$ cat src/rtl/mdu_ctrl_pkg.sv
// Shared definitions for the multiply/divide controller: FSM states,
// decoded operation codes, divider/stall handshake levels and a priority picker.
package mdu_ctrl_pkg;

  typedef enum logic [1:0] {
    ST_IDLE     = 2'd0,
    ST_MUL_BUSY = 2'd1,
    ST_DIV_BUSY = 2'd2,
    ST_DONE     = 2'd3
  } mdu_state_t;

  typedef enum logic [2:0] {
    OP_NONE  = 3'd0,
    OP_DIV   = 3'd1,
    OP_DIVU  = 3'd2,
    OP_MULT  = 3'd3,
    OP_MULTU = 3'd4,
    OP_MTHI  = 3'd5,
    OP_MTLO  = 3'd6
  } md_op_t;

  localparam logic DIV_START            = 1'b1;
  localparam logic DIV_STOP             = 1'b0;
  localparam logic DIV_RESULT_READY     = 1'b1;
  localparam logic DIV_RESULT_NOT_READY = 1'b0;
  localparam logic STOP                 = 1'b1;
  localparam logic NO_STOP              = 1'b0;
  localparam logic [31:0] ZERO_WORD     = 32'h0000_0000;

  // Illegal multi-hot decodes still resolve deterministically: div > divu > mult > multu > mthi > mtlo.
  function automatic md_op_t pick_op(input logic div, input logic divu, input logic mult,
                                     input logic multu, input logic mthi, input logic mtlo);
    md_op_t op;
    if (div)        op = OP_DIV;
    else if (divu)  op = OP_DIVU;
    else if (mult)  op = OP_MULT;
    else if (multu) op = OP_MULTU;
    else if (mthi)  op = OP_MTHI;
    else if (mtlo)  op = OP_MTLO;
    else            op = OP_NONE;
    return op;
  endfunction

endpackage

$ cat src/rtl/mdu_ctrl_hilo_reg.sv
// HI/LO register pair: a 64-bit port for multiply/divide commits and
// independent 32-bit ports for MTHI/MTLO.
module mdu_ctrl_hilo_reg
  import mdu_ctrl_pkg::*;
(
  input  logic        clk,
  input  logic        rst,
  input  logic        we64,
  input  logic [63:0] wdata64,
  input  logic        we_hi,
  input  logic        we_lo,
  input  logic [31:0] wdata32,
  output logic [31:0] hi,
  output logic [31:0] lo
);

  // The 64-bit commit takes precedence; the controller never raises both kinds together.
  always_ff @(posedge clk) begin
    if (rst) begin
      hi <= ZERO_WORD;
      lo <= ZERO_WORD;
    end else if (we64) begin
      hi <= wdata64[63:32];
      lo <= wdata64[31:0];
    end else begin
      if (we_hi) hi <= wdata32;
      if (we_lo) lo <= wdata32;
    end
  end

endmodule

$ cat src/rtl/mdu_ctrl.sv
// Multiply/divide sequencer for the EX stage. Operands come straight from the
// EX pipeline register, which is held stable while the stall request is up.
module mdu_ctrl
  import mdu_ctrl_pkg::*;
#(
  parameter int MUL_CYCLES = 1
) (
  input  logic        clk,
  input  logic        rst,
  input  logic        flush,
  input  logic        pipe_hold,
  input  logic        op_mult,
  input  logic        op_multu,
  input  logic        op_div,
  input  logic        op_divu,
  input  logic        op_mthi,
  input  logic        op_mtlo,
  input  logic [31:0] src_a,
  input  logic [31:0] src_b,
  output logic        mul_signed,
  output logic [31:0] mul_ina,
  output logic [31:0] mul_inb,
  input  logic [63:0] mul_result,
  output logic        div_start,
  output logic        div_signed,
  output logic [31:0] div_opdata1,
  output logic [31:0] div_opdata2,
  output logic        div_annul,
  input  logic [63:0] div_result,
  input  logic        div_ready,
  output logic [31:0] hi_o,
  output logic [31:0] lo_o,
  output logic        stallreq_md,
  output logic        busy
);

  mdu_state_t  state;
  logic [3:0]  cnt;
  md_op_t      op;
  logic        is_mul, is_div, mul_done, div_done;
  logic        we64, we_hi, we_lo;
  logic [63:0] wdata64;

  assign op       = pick_op(op_div, op_divu, op_mult, op_multu, op_mthi, op_mtlo);
  assign is_mul   = (op == OP_MULT) || (op == OP_MULTU);
  assign is_div   = (op == OP_DIV)  || (op == OP_DIVU);
  assign mul_done = (state == ST_MUL_BUSY) && (cnt == 4'(MUL_CYCLES));
  assign div_done = (state == ST_DIV_BUSY) && (div_ready == DIV_RESULT_READY);

  // Sequencer: flush and reset both abandon any operation without committing.
  always_ff @(posedge clk) begin
    if (rst || flush) begin
      state <= ST_IDLE;
      cnt   <= 4'd0;
    end else begin
      case (state)
        ST_IDLE: begin
          if (is_div) begin
            state <= ST_DIV_BUSY;
          end else if (is_mul) begin
            state <= ST_MUL_BUSY;
            cnt   <= 4'd1;
          end
        end
        ST_MUL_BUSY: begin
          if (mul_done) begin
            state <= ST_DONE;
            cnt   <= 4'd0;
          end else begin
            cnt <= cnt + 4'd1;
          end
        end
        ST_DIV_BUSY: if (div_done) state <= ST_DONE;
        ST_DONE:     if (pipe_hold != STOP) state <= ST_IDLE;
        default:     state <= ST_IDLE;
      endcase
    end
  end

  // Operand, handshake and HI/LO write-port steering for the current state.
  always_comb begin
    mul_signed  = 1'b0;
    mul_ina     = ZERO_WORD;
    mul_inb     = ZERO_WORD;
    div_start   = DIV_STOP;
    div_signed  = 1'b0;
    div_opdata1 = ZERO_WORD;
    div_opdata2 = ZERO_WORD;
    we64        = 1'b0;
    wdata64     = mul_result;
    if (state == ST_MUL_BUSY) begin
      mul_signed = op_mult;
      mul_ina    = src_a;
      mul_inb    = src_b;
      we64       = mul_done && !flush;
    end
    if (state == ST_DIV_BUSY) begin
      div_start   = DIV_START;
      div_signed  = op_div;
      div_opdata1 = src_a;
      div_opdata2 = src_b;
      we64        = div_done && !flush;
      wdata64     = div_result;
    end
  end

  assign we_hi       = (state == ST_IDLE) && (op == OP_MTHI) && !flush;
  assign we_lo       = (state == ST_IDLE) && (op == OP_MTLO) && !flush;
  assign div_annul   = flush && (state == ST_DIV_BUSY);
  assign stallreq_md = !flush && (is_mul || is_div) && (state != ST_DONE);
  assign busy        = (state != ST_IDLE);

  mdu_ctrl_hilo_reg u_hilo (
    .clk     (clk),
    .rst     (rst),
    .we64    (we64),
    .wdata64 (wdata64),
    .we_hi   (we_hi),
    .we_lo   (we_lo),
    .wdata32 (src_a),
    .hi      (hi_o),
    .lo      (lo_o)
  );

endmodule

$ cat config.mk
export PLATFORM = sky130hd
export DESIGN_NAME = mdu_ctrl
export DESIGN_NICKNAME = d
export VERILOG_FILES = /design/src/rtl/mdu_ctrl_pkg.sv /design/src/rtl/mdu_ctrl_hilo_reg.sv /design/src/rtl/mdu_ctrl.sv
export SDC_FILE = /design/constraint.sdc
export NUM_CORES = 1
export LEC_CHECK = 0
export ABC_CLOCK_PERIOD_IN_PS = 2890
export BUFFER_PORTS_ARGS = -buffer_cell sky130_fd_sc_hd__buf_4
export CAP_MARGIN = 10
export CORE_AREA = 2 2 158 160
export CTS_CLUSTER_DIAMETER = 40
export CTS_CLUSTER_SIZE = 28
export DETAILED_ROUTE_END_ITERATION = 16
export DIE_AREA = 0 0 160 162
export PLACE_DENSITY_LB_ADDON = 0.2
export SLEW_MARGIN = 20
export SYNTH_ARGS = -nofsm -noshare
export SYNTH_HDL_FRONTEND = slang
export SYNTH_SLANG_ARGS = --single-unit
$ cat constraint.sdc
create_clock -name clk -period 2.89 [get_ports clk]
set_input_delay 0.578 -clock clk [delete_from_list [all_inputs] [get_ports clk]]
set_output_delay 0.578 -clock clk [all_outputs]
set_load 0.02 [all_outputs]
==> Implementation_results.wiki, run 1 <==
{| class="wikitable"
! Metric !! Value
|-
| Most Frequent Cell on Critical Path || sky130_fd_sc_hd__buf_4
|-
| CP cell instances || inv_1 -> ha_4 -> buf_4 -> and2_1 -> buf_4
|-
| Share of power burned in registers || 31.8%
|-
| Buffers and inverters on the worst path || 3
|-
| Endpoint of the worst-slack reg-to-reg timing path || u_hilo.hi[17]
|-
| Clock Skews || 7.71 ps
|-
| Global placer's final weighted congestion || 0.762
|-
| Buffer depth of the longest clock path || 2
|-
| Clock buffer count from CTS || 9
|-
| Antenna violation net count after detailed routing || 0
|-
| Power share of the clock group || 38.5%
|-
| Leading cell types in the layout, fill and taps excluded || 407 x sky130_fd_sc_hd__buf_4, 131 x sky130_fd_sc_hd__and2_1, 129 x sky130_fd_sc_hd__mux2i_1, 70 x sky130_fd_sc_hd__dfxtp_1, 64 x sky130_fd_sc_hd__o22ai_1
|-
| Post-route setup TNS || 0 ps
|-
| Post-synthesis instance area || 0.00446 sq mm
|-
| Most instantiated flip-flop cell in the synthesis netlist || sky130_fd_sc_hd__dfxtp_1
|-
| Crit path arrival time || 1990 ps
|-
| Non-filler cells, final || 1198
|-
| Overall die area || 0.0259 sq mm
|-
| Number of global-route vias before repair || 5029
|-
| CP Capture Type || output pin
|-
| Setup repair after global routing missed its margin || no
|-
| Number of enable-type register cells in the synthesized netlist || 0
|-
| Width of the chip || 160 um
|-
| Area inside the core boundary || 0.0241 sq mm
|-
| Number of cells in the design after placement || 1182
|-
| Synthesized Nets || 702
|-
| Net switching fraction of the power || 29.0%
|-
| Worst EP required || 2310 ps
|-
| Syn avg cell area || 9.04 sq um
|-
| Number of sinks driven by the clock tree || 70
|-
| Final min period || 2560 ps
|-
| Worst hold path stage count || 2
|-
| Final hold slack || 490 ps
|-
| Drt initial violations || 101
|-
| Floorplan row count || 57
|-
| Sequential element share of the synthesized area || 31.4%
|-
| Fraction of registers with async set/reset || 0%
|-
| Fin crit share || 88.7%
|-
| # nets final || 1078
|-
| CTS tree || done
|-
| Reg-to-reg slack, setup || 380 ps
|-
| Layout cell share with drive strength beyond 1 || 49.2%
|-
| Wire length per cell after detailed routing || 17.2 um
|-
| Maximum number of pins on one net before global-route repair || 67
|-
| Switching power summed over all nets || 0.920 mW
|-
| Class of the tightest hold or removal check || register to register
|-
| N_diodes || 0
|-
| DR vias || 5003
|-
| Pin slew with the least headroom to its limit || 678 ps
|-
| Leading cell type in the layout, fill and taps excluded || sky130_fd_sc_hd__buf_4
|-
| Count of input and output buffers || 400
|-
| Cell depth of the worst flop-to-flop path || 7
|-
| DRC violation count after routing || 0
|-
| Achievable frequency || 390 MHz
|-
| Type of the worst setup path || register to output pin
|-
| Initial standard-cell utilization of the core || 18.5%
|-
| Number of levels in the clock H-tree || 3
|-
| Portion of total power attributed to combinational logic || 29.7%
|-
| CTS-repair resized insts || 0
|-
| Tightest slew margin relative to the limit || 54.6%
|-
| Total power divided by cell area || 389 mW/mm^2
|-
| Maximum fanout count along the critical path || 29
|-
| Beginning of the critical path || state[0]
|-
| # Max-Cap Violations || 0
|-
| Kind of cell with the highest combined delay on the critical path || buffers and inverters
|-
| Hold-fix buffers, CTS || 0
|-
| Total count of max-transition violations in the final report || 0
|-
| Cell chosen for the clock root || sky130_fd_sc_hd__clkbuf_16
|-
| Detail Placement HPWL || 16.4 mm
|-
| Largest stage delay on the critical path || 430 ps
|-
| Post-CTS setup buffer count || 0
|-
| GRT Residual Overflow || 0
|-
| Final number of hold-violating endpoints || 0
|-
| Wire length of the first global-routing pass || 30.0 mm
|-
| Cell with the largest stage delay on the worst path || sky130_fd_sc_hd__ha_4
|-
| Number of flip-flops and latches in the synthesized netlist || 70
|-
| Num ports || 401
|-
| Antenna violations before repair || 1
|-
| Clock Pin Slew Worst Setup and Hold Paths || 60 ps
|-
| Syn-to-layout area delta || 82.6%
|-
| Status || completed
|-
| Skew-Pair Late Insertion Delay || 340 ps
|-
| LEAKAGE || 4.21 nW
|-
| Final setup violation count || 0
|-
| Total stage count of the critical path || 5
|-
| Internal Pwr Total || 2.25 mW
|-
| Worst IR drop on VDD || 244 uV
|-
| Number of instances in the synthesized netlist || 493
|-
| Worst Setup Start Kind || register
|-
| Number of distinct library cells after synthesis || 36
|-
| GRT Util Overall || 15.1%
|-
| Total number of yosys warnings || 0
|-
| Post-detailed-routing wire length || 20.6 mm
|-
| Via-per-instance ratio || 4.18
|-
| End point of the critical path || div_opdata1[17]
|-
| Length of the first detailed-routing pass in iterations || 4
|-
| Startpoint of the worst-slack reg-to-reg timing path || state[0]
|-
| DIE HEIGHT || 162 um
|}
==> worst reg2reg max path: stages (launching register included) <==
cell,delay [ps]
sky130_fd_sc_hd__dfxtp_1,340
sky130_fd_sc_hd__inv_1,130
sky130_fd_sc_hd__ha_1,260
sky130_fd_sc_hd__or3b_1,420
sky130_fd_sc_hd__or4_2,540
sky130_fd_sc_hd__buf_4,340
sky130_fd_sc_hd__mux2i_1,270
sky130_fd_sc_hd__o22ai_1,90
==> area by class of cell <==
class | instances | area (sq um)
clock buffers | 11 | 243
repair buffers | 410 | 3120
clock inverters | 5 | 81.3
inverters | 6 | 22.5
flip-flops and latches | 70 | 1400
multi-input cells | 372 | 2870
well taps | 324 | 405
fillers | 2573 | 16000
==> cells by family (layout without fill, tap and decap cells) <==
group           Yosys count  count (layout)  synth area share [%]
fa+ha+maj                 6               6                  1.68
mux                     129             129                  29.0
simple gates            158             158                  21.9
buf+inv                  51             432                  4.83
compound gates           79              79                  11.2
flops                    70              70                  31.4
==> flip-flops by register name, indices dropped and copies added, names as in the netlist <==
register,count
cnt,4
u_hilo.hi,32
u_hilo.lo,32
state,2
==> routing by layer <==
layer / GRT usage [%] / up-vias / wire (um)
li1: - / 2495 / -
met3: 5.03 / 10 / 1750
met4: 3.15 / 0 / 160
met2: 28.9 / 242 / 10900
met1: 16.1 / 2256 / 7810
met5: 0 / - / 0
==> metrics by stage <==
stage | utilization [%] | worst slack (ps) | instance area, sq um | power [mW]
floorplan | - | 689 | 4460 | 1.47
global placement | 32.4 | 413 | 7820 | 1.98
detailed placement | 32.4 | 376 | 7820 | 1.98
CTS | 33.8 | 307 | 8140 | 3.23
global route | 33.8 | 217 | 8140 | 3.33
finish | 33.8 | 327 | 8140 | 3.17
==> power groups by stage <==
stage / clock network (mW) / registers (mW) / logic (mW)
after CTS: 1.27 / 1.01 / 0.955
after global placement: 0 / 1.03 / 0.956
final: 1.22 / 1.01 / 0.940
after detailed placement: 0 / 1.03 / 0.953
after floorplan: 0 / 1.06 / 0.409
after global routing: 1.31 / 1.01 / 1.01
==> synthesized netlist by cell type (all sizes together), types with 2 or more instances <==
cell	n	area share [%]
nor2	4	0.34
buf	9	1.3
o21ai	2	0.22
and2	131	18
ha	6	1.7
clkbuf	36	3.0
o22ai	64	9.0
nand2	4	0.34
dfxtp	70	31
nor3	2	0.22
a21oi	5	0.56
or3b	2	0.39
nor2b	4	0.56
inv	5	0.42
or2	3	0.42
mux2i	129	29
==> how the worst min path moves through the flow <==
stage / from / endpoint / slack (ps)
final: cnt[1] / cnt[1] / 490
after global routing: cnt[1] / cnt[1] / 510
after CTS: mul_result[62] / u_hilo.hi[30] / 490
after detailed placement: cnt[1] / cnt[1] / 480
after global placement: cnt[1] / cnt[1] / 490
after floorplan: cnt[1] / cnt[1] / 460
Power figures use the tool's default switching activity.
==> inputs of run 2 (changes only) <==
- CTS_CLUSTER_DIAMETER: 40 -> unset
- PLACE_DENSITY: unset -> 0.53
- PLACE_DENSITY_LB_ADDON: 0.2 -> unset
==> Implementation_results.wiki, run 2 (synthesis results as in run 1) <==
{| class="wikitable"
! Metric !! Value
|-
| Total count of max-transition violations in the final report || 0 (unchanged)
|-
| Largest stage delay on the critical path || 560 ps (+130 ps)
|-
| Final min period || 2670 ps (+109 ps)
|-
| LEAKAGE || 4.24 nW (+0.76%)
|-
| Area of all sequential standard cells || 0.00140 sq mm (unchanged)
|-
| Type of the worst setup path || register to output pin
|-
| Number of sinks driven by the clock tree || 70 (unchanged)
|-
| DR vias || 5085 (+1.6%)
|-
| Buffers and inverters on the worst path || 3 (unchanged)
|-
| Total power divided by cell area || 410 mW/mm^2 (+5.4%)
|-
| Post-detailed-routing wire length || 20.0 mm (-3.2%)
|-
| Worst Setup Start Kind || register
|-
| Final setup violation count || 0 (unchanged)
|-
| GRT Residual Overflow || 0 (unchanged)
|-
| Most Frequent Cell on Critical Path || sky130_fd_sc_hd__buf_4
|-
| Detail Placement HPWL || 15.5 mm (-5.6%)
|-
| Area of the multi-input gates || 0.00287 sq mm (unchanged)
|-
| Clock Skews || 5.67 ps (-2.03 ps)
|-
| Worst EP required || 2310 ps (about the same)
|-
| Maximum number of pins on one net before global-route repair || 54 (-19%)
|-
| Kind of cell with the highest combined delay on the critical path || buffers and inverters
|-
| Hold-fix buffers, CTS || 0 (unchanged)
|-
| Crit path arrival time || 2090 ps (+100 ps)
|-
| Drt initial violations || 156 (+54%)
|-
| DIE HEIGHT || 162 um (unchanged)
|-
| Length of the first detailed-routing pass in iterations || 4 (unchanged)
|-
| Syn-to-layout area delta || 83.6%
|-
| Via-per-instance ratio || 4.23 (+1.4%)
|-
| Total Power || 3.36 mW (+6.0%)
|-
| Global placer's final weighted congestion || 0.737 (-3.3%)
|-
| Fill cell instance count of the final layout || 2606 (+1.3%)
|-
| Buffer depth of the longest clock path || 2 (unchanged)
|-
| CTS-repair resized insts || 0 (unchanged)
|-
| Post-CTS setup buffer count || 0 (unchanged)
|-
| GRT Util Overall || 14.9% (-0.24 points)
|-
| Clock Pin Slew Worst Setup and Hold Paths || 60 ps (about the same)
|-
| Antenna violations before repair || 0 (-1)
|-
| Num ports || 401 (unchanged)
|-
| Wire length of the first global-routing pass || 29.8 mm (-0.62%)
|-
| Worst IR drop on VDD || 234 uV (-4.2%)
|-
| Maximum fanout count along the critical path || 34 (+17%)
|-
| # nets final || 1081 (+0.28%)
|-
| Cell with the largest stage delay on the worst path || sky130_fd_sc_hd__ha_2
|-
| Width of the chip || 160 um (unchanged)
|-
| Antenna violation net count after detailed routing || 0 (unchanged)
|-
| Wire length per cell after detailed routing || 16.6 um (-3.4%)
|-
| Regs by FF count || u_hilo.hi: 32 flops, u_hilo.lo: 32 flops, cnt: 4 flops
|-
| DRC violation count after routing || 0 (unchanged)
|-
| Tightest slew margin relative to the limit || 55.0% (+0.44 points)
|-
| Count of input and output buffers || 400 (unchanged)
|-
| Number of global-route vias before repair || 5052 (+0.46%)
|-
| Achievable frequency || 374 MHz (-4.1%)
|-
| Status || completed
|-
| Layout cell share with drive strength beyond 1 || 49.4% (+0.17 points)
|-
| Final hold slack || 485 ps (-5.63 ps)
|-
| Leading cell type in the layout, fill and taps excluded || sky130_fd_sc_hd__buf_4
|-
| Class of the tightest hold or removal check || register to register
|-
| Final number of hold-violating endpoints || 0 (unchanged)
|-
| Post-route setup TNS || 0 ps (unchanged)
|-
| # Max-Cap Violations || 0 (unchanged)
|-
| Area inside the core boundary || 0.0241 sq mm (unchanged)
|-
| Setup repair after global routing missed its margin || no
|-
| Overall die area || 0.0259 sq mm (unchanged)
|-
| Fin crit share || 92.5% (+3.8 points)
|-
| Clock buffer count from CTS || 9 (unchanged)
|-
| Number of levels in the clock H-tree || 3 (unchanged)
|-
| Leading cell types in the layout, fill and taps excluded || 412 x sky130_fd_sc_hd__buf_4, 131 x sky130_fd_sc_hd__and2_1, 129 x sky130_fd_sc_hd__mux2i_1, 70 x sky130_fd_sc_hd__dfxtp_1, 64 x sky130_fd_sc_hd__o22ai_1
|-
| N_diodes || 0 (unchanged)
|-
| Initial standard-cell utilization of the core || 18.5% (unchanged)
|-
| Cell chosen for the clock root || sky130_fd_sc_hd__clkbuf_16
|-
| Skew-Pair Late Insertion Delay || 340 ps (about the same)
|-
| CP Capture Type || output pin
|-
| Post-place instance area || 0.00781 sq mm (about the same)
|-
| CP cell instances || inv_1 -> ha_2 -> buf_4 -> and2_1 -> buf_4
|-
| Floorplan row count || 57 (unchanged)
|-
| Pin slew with the least headroom to its limit || 675 ps (-3.37 ps)
|-
| Post-route cell area || 0.00819 sq mm (+0.55%)
|-
| CTS tree || done
|}
## run 2: final timing paths
check,from,end,slack [ps],cells past startpoint
max,state[1],mul_inb[11],220,5
min,cnt[1],cnt[1],480,2
max reg2reg,state[0],u_hilo.hi[21],370,7
min reg2reg,cnt[1],cnt[1],480,2
## run 2: cell type report
class,count,share of cell area (%)
Inverter,6,0.275
Timing Repair Buffer,413,38.0
Clock inverter,5,1.57
Sequential cell,70,17.1
Tap cell,324,4.95
Multi-Input combinational cell,372,35.1
Clock buffer,11,2.97
## run 2: worst register-to-register path, cell delays in order (launching register included)
cell and delay (ps):
sky130_fd_sc_hd__dfxtp_1 340, sky130_fd_sc_hd__inv_1 130, sky130_fd_sc_hd__ha_1 270, sky130_fd_sc_hd__or3b_1 430, sky130_fd_sc_hd__or4_2 550, sky130_fd_sc_hd__buf_4 340
sky130_fd_sc_hd__mux2i_1 240, sky130_fd_sc_hd__o22ai_1 90
## run 2: power breakdown
group / switching [mW] / total, mW / internal (mW)
registers: 0.0163 / 1.01 / 0.993
clock network: 0.454 / 1.41 / 0.959
logic: 0.465 / 0.938 / 0.474
total: 0.935 / 3.36 / 2.43
## run 2: through the flow
| step | utilization [%] | setup slack, ps | std cells |
|---|---|---|---|
| after CTS | 34.0 | 135 | 1201 |
| final | 34.0 | 218 | 1201 |
| after detailed placement | 32.4 | 374 | 1185 |
| after global placement | 32.4 | 412 | 1185 |
| after floorplan | - | 689 | 493 |
| after global routing | 34.0 | 42.8 | 1201 |
## run 2: routing by layer
metal  vias to the layer above  global-route usage (%)  part of all wire (%)
met3                        15                    3.83                   7.3
met5                         -                       0                     0
met1                      2340                    17.2                    40
met4                         0                    4.26                   1.2
li1                       2502                       -                     -
met2                       228                    27.0                    51
